$ cat src/rtl/tdm_demux_1x4.sv
// ============================================================================
// tdm_demux_1x4 : frame-aligned 1-to-4 TDM demultiplexer, atomic output update
// Revision 1.0
// ============================================================================
`default_nettype none

module tdm_demux_1x4 #(
  parameter int WIDTH = 4
) (
  input  logic             clk,
  input  logic             rst_n,
  input  logic [WIDTH-1:0] in,
  input  logic             in_valid,
  input  logic             frame_start,
  output logic [WIDTH-1:0] a,
  output logic [WIDTH-1:0] b,
  output logic [WIDTH-1:0] c,
  output logic [WIDTH-1:0] d,
  output logic [1:0]       sel,
  output logic             frame_valid,
  output logic             frame_err
);

  typedef enum logic [0:0] {
    IDLE = 1'b0,
    RECV = 1'b1
  } state_t;

  state_t           state_q, state_d;
  logic [1:0]       sel_q, sel_d;
  logic [WIDTH-1:0] sh0_q, sh0_d;
  logic [WIDTH-1:0] sh1_q, sh1_d;
  logic [WIDTH-1:0] sh2_q, sh2_d;
  logic [WIDTH-1:0] a_q, a_d;
  logic [WIDTH-1:0] b_q, b_d;
  logic [WIDTH-1:0] c_q, c_d;
  logic [WIDTH-1:0] d_q, d_d;
  logic             frame_valid_q, frame_valid_d;
  logic             frame_err_q, frame_err_d;

  always_ff @(posedge clk or negedge rst_n) begin
    if (!rst_n) begin
      state_q       <= IDLE;
      sel_q         <= 2'd0;
      sh0_q         <= '0;
      sh1_q         <= '0;
      sh2_q         <= '0;
      a_q           <= '0;
      b_q           <= '0;
      c_q           <= '0;
      d_q           <= '0;
      frame_valid_q <= 1'b0;
      frame_err_q   <= 1'b0;
    end else begin
      state_q       <= state_d;
      sel_q         <= sel_d;
      sh0_q         <= sh0_d;
      sh1_q         <= sh1_d;
      sh2_q         <= sh2_d;
      a_q           <= a_d;
      b_q           <= b_d;
      c_q           <= c_d;
      d_q           <= d_d;
      frame_valid_q <= frame_valid_d;
      frame_err_q   <= frame_err_d;
    end
  end

  always_comb begin
    state_d       = state_q;
    sel_d         = sel_q;
    sh0_d         = sh0_q;
    sh1_d         = sh1_q;
    sh2_d         = sh2_q;
    a_d           = a_q;
    b_d           = b_q;
    c_d           = c_q;
    d_d           = d_q;
    frame_valid_d = 1'b0;
    frame_err_d   = 1'b0;

    if (in_valid) begin
      unique case (state_q)
        IDLE: begin
          if (frame_start) begin
            sh0_d   = in;
            sel_d   = 2'd1;
            state_d = RECV;
          end
        end
        RECV: begin
          if (frame_start) begin
            // Restart: the partial frame is dropped, outputs keep the last full frame
            frame_err_d = 1'b1;
            sh0_d       = in;
            sel_d       = 2'd1;
          end else begin
            case (sel_q)
              2'd1: begin
                sh1_d = in;
                sel_d = 2'd2;
              end
              2'd2: begin
                sh2_d = in;
                sel_d = 2'd3;
              end
              2'd3: begin
                // Slot 3 bypasses the shadow so all four outputs load on this edge
                a_d           = sh0_q;
                b_d           = sh1_q;
                c_d           = sh2_q;
                d_d           = in;
                frame_valid_d = 1'b1;
                sel_d         = 2'd0;
                state_d       = IDLE;
              end
              default: begin
                sel_d = sel_q;
              end
            endcase
          end
        end
        default: begin
          state_d = IDLE;
        end
      endcase
    end
  end

  assign a           = a_q;
  assign b           = b_q;
  assign c           = c_q;
  assign d           = d_q;
  assign sel         = sel_q;
  assign frame_valid = frame_valid_q;
  assign frame_err   = frame_err_q;

endmodule

`default_nettype wire

$ cat config.mk
export PLATFORM = sky130hd
export DESIGN_NAME = tdm_demux_1x4
export DESIGN_NICKNAME = d
export VERILOG_FILES = /design/src/rtl/tdm_demux_1x4.sv
export SDC_FILE = /design/constraint.sdc
export NUM_CORES = 1
export LEC_CHECK = 0
export CORE_MARGIN = 2
export CORE_UTILIZATION = 44
export CTS_CLUSTER_SIZE = 25
export DETAILED_ROUTE_END_ITERATION = 8
export PLACE_DENSITY = 0.79
export SKIP_LAST_GASP = 1
export SLEW_MARGIN = 15
export SYNTH_ARGS = -nofsm -noshare
export SYNTH_HDL_FRONTEND = slang
export SYNTH_SLANG_ARGS = --single-unit
export TNS_END_PERCENT = 20
$ cat constraint.sdc
create_clock -name clk -period 1.3 [get_ports clk]
set_input_delay 0.325 -clock clk [delete_from_list [all_inputs] [get_ports clk]]
set_output_delay 0.325 -clock clk [all_outputs]
set_load 0.02 [all_outputs]
==> results_dict.tcl <==
set metrics [dict create \
    status "finished, violations left" \
    violations "negative setup slack" \
    htreeDepth 2 \
    wl_per_cell_um 15.2 \
    synthMuxAreaShare_pct 26.8 \
    worstSetupStartpointType "flop" \
    cts_hold_buf 0 \
    antenna_found_initial 0 \
    grt_max_degree 34 \
    grt_usage_pct 16.1 \
    synthXorXnorAreaFrac_pct 0 \
    synthSimpleGateAreaFrac_pct 8.79 \
    vdd_drop_max_mv 1.05 \
    clkLatencyLatePin_ns 0.33 \
    dieWidth_um 59.1 \
    yosysTopAreaCellShare_pct 61.7 \
    antenna_cells 0 \
    p_leak_nw 0.903 \
    slew_headroom_pct 75.4 \
    cts.clk_slew.worst_paths_ns 0.10 \
    rsz0062_at_grt "yes" \
    reg2reg_from "sel[1]" \
    hold_class "input port to asynchronous set/reset pin" \
    io_pins 28 \
    netlist_area_mm2 0.00134 \
    synth_edf_count 0 \
    cp_num_buf_inv 1 \
    top_layer "met4" \
    vias_per_cell 5.22 \
    dp_cells 148 \
    initial_utilization_pct 44.9 \
    fp.coreArea_mm2 0.00298 \
    portBuffers 27 \
    wl_met1_um 1080 \
    final.setup.worst_slack_ns -0.0548 \
    crit_type "flop to primary output" \
    final_antenna_net_count 0 \
    path_cells "dlygate4sd2_1" \
    gp_congestion 0.714 \
    setup_viol 32 \
    path_max_fanout 2 \
    yosysTopAreaCell "dfrtp_1" \
    timing.hold.ws_ns 0.342 \
    crit_slowest_cell "dfrtp_1" \
    grt_pass1_vias 822 \
    dr_wl_met2_um 1110 \
    cp-end-kind "primary output" \
    wirelength_um 2400 \
    worst_pin_slew_ns 0.369 \
    die_y_um 59.1 \
    die-area_mm2 0.00350 \
    yosysSeqAreaShare_pct 61.7 \
    synth_compound_area_share_pct 0.842 \
    startpoint "c[0]" \
    synth_commonest_cells "dfrtp_1, mux2_2, mux2_4, nand2_1" \
    dpl_worst_slack_ns -0.570 \
    period_minus_slack_ns 1.35 \
    synthCells 82 \
    clockRootBuffer "clkbuf_4" \
    syn_to_final_growth_pct 35.7 \
    yosys_warnings 0 \
    path_delay_family "flip-flops" \
    grt_pass1_wl_um 3950 \
    cts_tree "built" \
    hold_viol_final 0 \
    r2r_setup_slack_ns -0.05 \
    syn_area_per_cell_um2 16.3 \
    dr.first_iter.drc_count 17 \
    power.total_w 0.00408 \
    drive_gt1_share_pct 51.2 \
    clk_path_buf_depth 2 \
    maxCapViolCount 0 \
    rows 20 \
    dr.pass1.iters 4 \
    clock_sinks 33 \
    power_density_mw_per_mm2 2250 \
    synth_top_cells_by_area "dfrtp_1, mux2_2, mux2_4" \
    ys_ff_latch 33 \
    fmax_mhz 738 \
    r2r_cells 4 \
    dr_total_vias 824 \
    post-route-period-util_pct 104 \
    critPathMaxStageDelay_ns 0.39 \
    finalNonFillerCells 158 \
    required_ns 0.98 \
    fin_nets 132 \
    cts_buffers 5 \
    synth_most_common_cell "dfrtp_1" \
    syn_nets 90 \
    drcViolationCount 0 \
    synth_top_family_by_area "multiplexers" \
    r2r_end "sh1_q[0]" \
    async_flop_share_pct 100 \
    synth_cell_type_count 17 \
    synth_ff_type "dfrtp_1" \
    drv_slew 0 \
    dp_hpwl_um 1630 \
    wl_met3_um 157 \
    skew_ns 0.00516 \
    crit_arrival_ns 1.03 \
    gr-total-overflow 0 \
    synthAdderAreaFrac_pct 0 \
]
[cell usage in the layout (no fill, tap or decap)]
| cell type | instances |
|---|---|
| buf_12 | 4 |
| bufinv_16 | 1 |
| nand3_4 | 1 |
| dlygate4sd2_1 | 5 |
| dfrtp_1 | 31 |
| and3_1 | 1 |
| clkbuf_2 | 4 |
| mux2_4 | 14 |
| o22ai_1 | 1 |
| and2b_1 | 1 |
| clkdlybuf4s50_1 | 5 |
| buf_4 | 5 |
| clkdlybuf4s15_1 | 4 |
| buf_2 | 7 |
| mux2i_1 | 1 |
| nor3_4 | 1 |
| mux2_2 | 14 |
| nand2_1 | 7 |
| dfrtp_2 | 2 |
| clkbuf_4 | 5 |
| nand4b_1 | 1 |
| clkbuf_8 | 1 |
| buf_6 | 1 |
| nand2b_4 | 1 |
| clkbuf_1 | 1 |
| o21ai_0 | 1 |
| and3b_2 | 1 |
| nor2_8 | 1 |
| nand2_4 | 1 |
| dlymetal6s2s_1 | 1 |
| inv_1 | 1 |
[worst max-delay path by stage]
stage	endpoint	slack (ns)	cells after the start
2_1_floorplan	a[0]	-0.04	4
3_3_place_gp	sh1_q[0]	-0.55	4
3_5_place_dp	sh1_q[0]	-0.57	4
4_1_cts	a[3]	-0.08	1
5_1_grt	sh2_q[0]	-0.10	4
6_report	c[0]	-0.05	1
[worst register-to-register path, stage by stage, from the launching register on]
cell,delay (ns)
dfrtp_2,0.45
and2b_1,0.22
nand4b_1,0.09
buf_4,0.17
mux2_4,0.30
[state kept, by name, indices dropped and copies added (netlist names)]
name / cells
sh0_q: 4
c: 4
state_q: 1
sh2_q: 4
sh1_q: 4
b: 4
frame_valid: 1
sel: 2
d: 4
frame_err: 1
a: 4
[cells by family (layout without fill, tap and decap cells)]
kind of cell / count (synthesis) / in the layout
DFF: 33 / 33
muxes: 29 / 29
and+or+nand+nor: 16 / 16
AOI/OAI and AO/OA: 2 / 2
buffers and inverters: 2 / 45
[per-layer routing]
metal	GRT usage [%]	vias to the layer above
met3	6.77	8
met4	6.82	0
met5	0	-
met1	19.6	413
li1	-	374
met2	25.1	29
[power breakdown]
group,switching (W),total (W),internal [W],leakage (nW)
sequential,0.000251,0.00170,0.00145,0.405
clock,0.000328,0.000787,0.000459,0.0455
combinational,0.000739,0.00159,0.000853,0.452
total,0.00132,0.00408,0.00276,0.903
[per-stage QoR]
| step | area [µm²] | TNS (ns) | util (%) |
|---|---|---|---|
| 2_1_floorplan | 1350 | -0.352 | - |
| 3_3_place_gp | 1730 | -13.21 | 58.1 |
| 3_5_place_dp | 1730 | -14.29 | 58.1 |
| 4_1_cts | 1800 | -1.29 | 60.5 |
| 5_1_grt | 1820 | -2.29 | 61.0 |
| 6_report | 1820 | -0.896 | 61.0 |
[what timing repair did]
item                       in CTS  in global routing
setup endpoints to repair      44                 39
pin swaps                       2                  1
resized for setup              51                 17
buffers inserted                2                  0
[cell type report]
class,instances,area [µm²]
Multi-Input combinational cell,47,527
Clock buffer,7,55.1
Tap cell,33,41.3
Sequential cell,33,828
Clock inverter,1,30.0
Timing Repair Buffer,36,330
Fill cell,227,1160
Inverter,1,3.75
No activity file was read; power rests on OpenSTA's default activity.
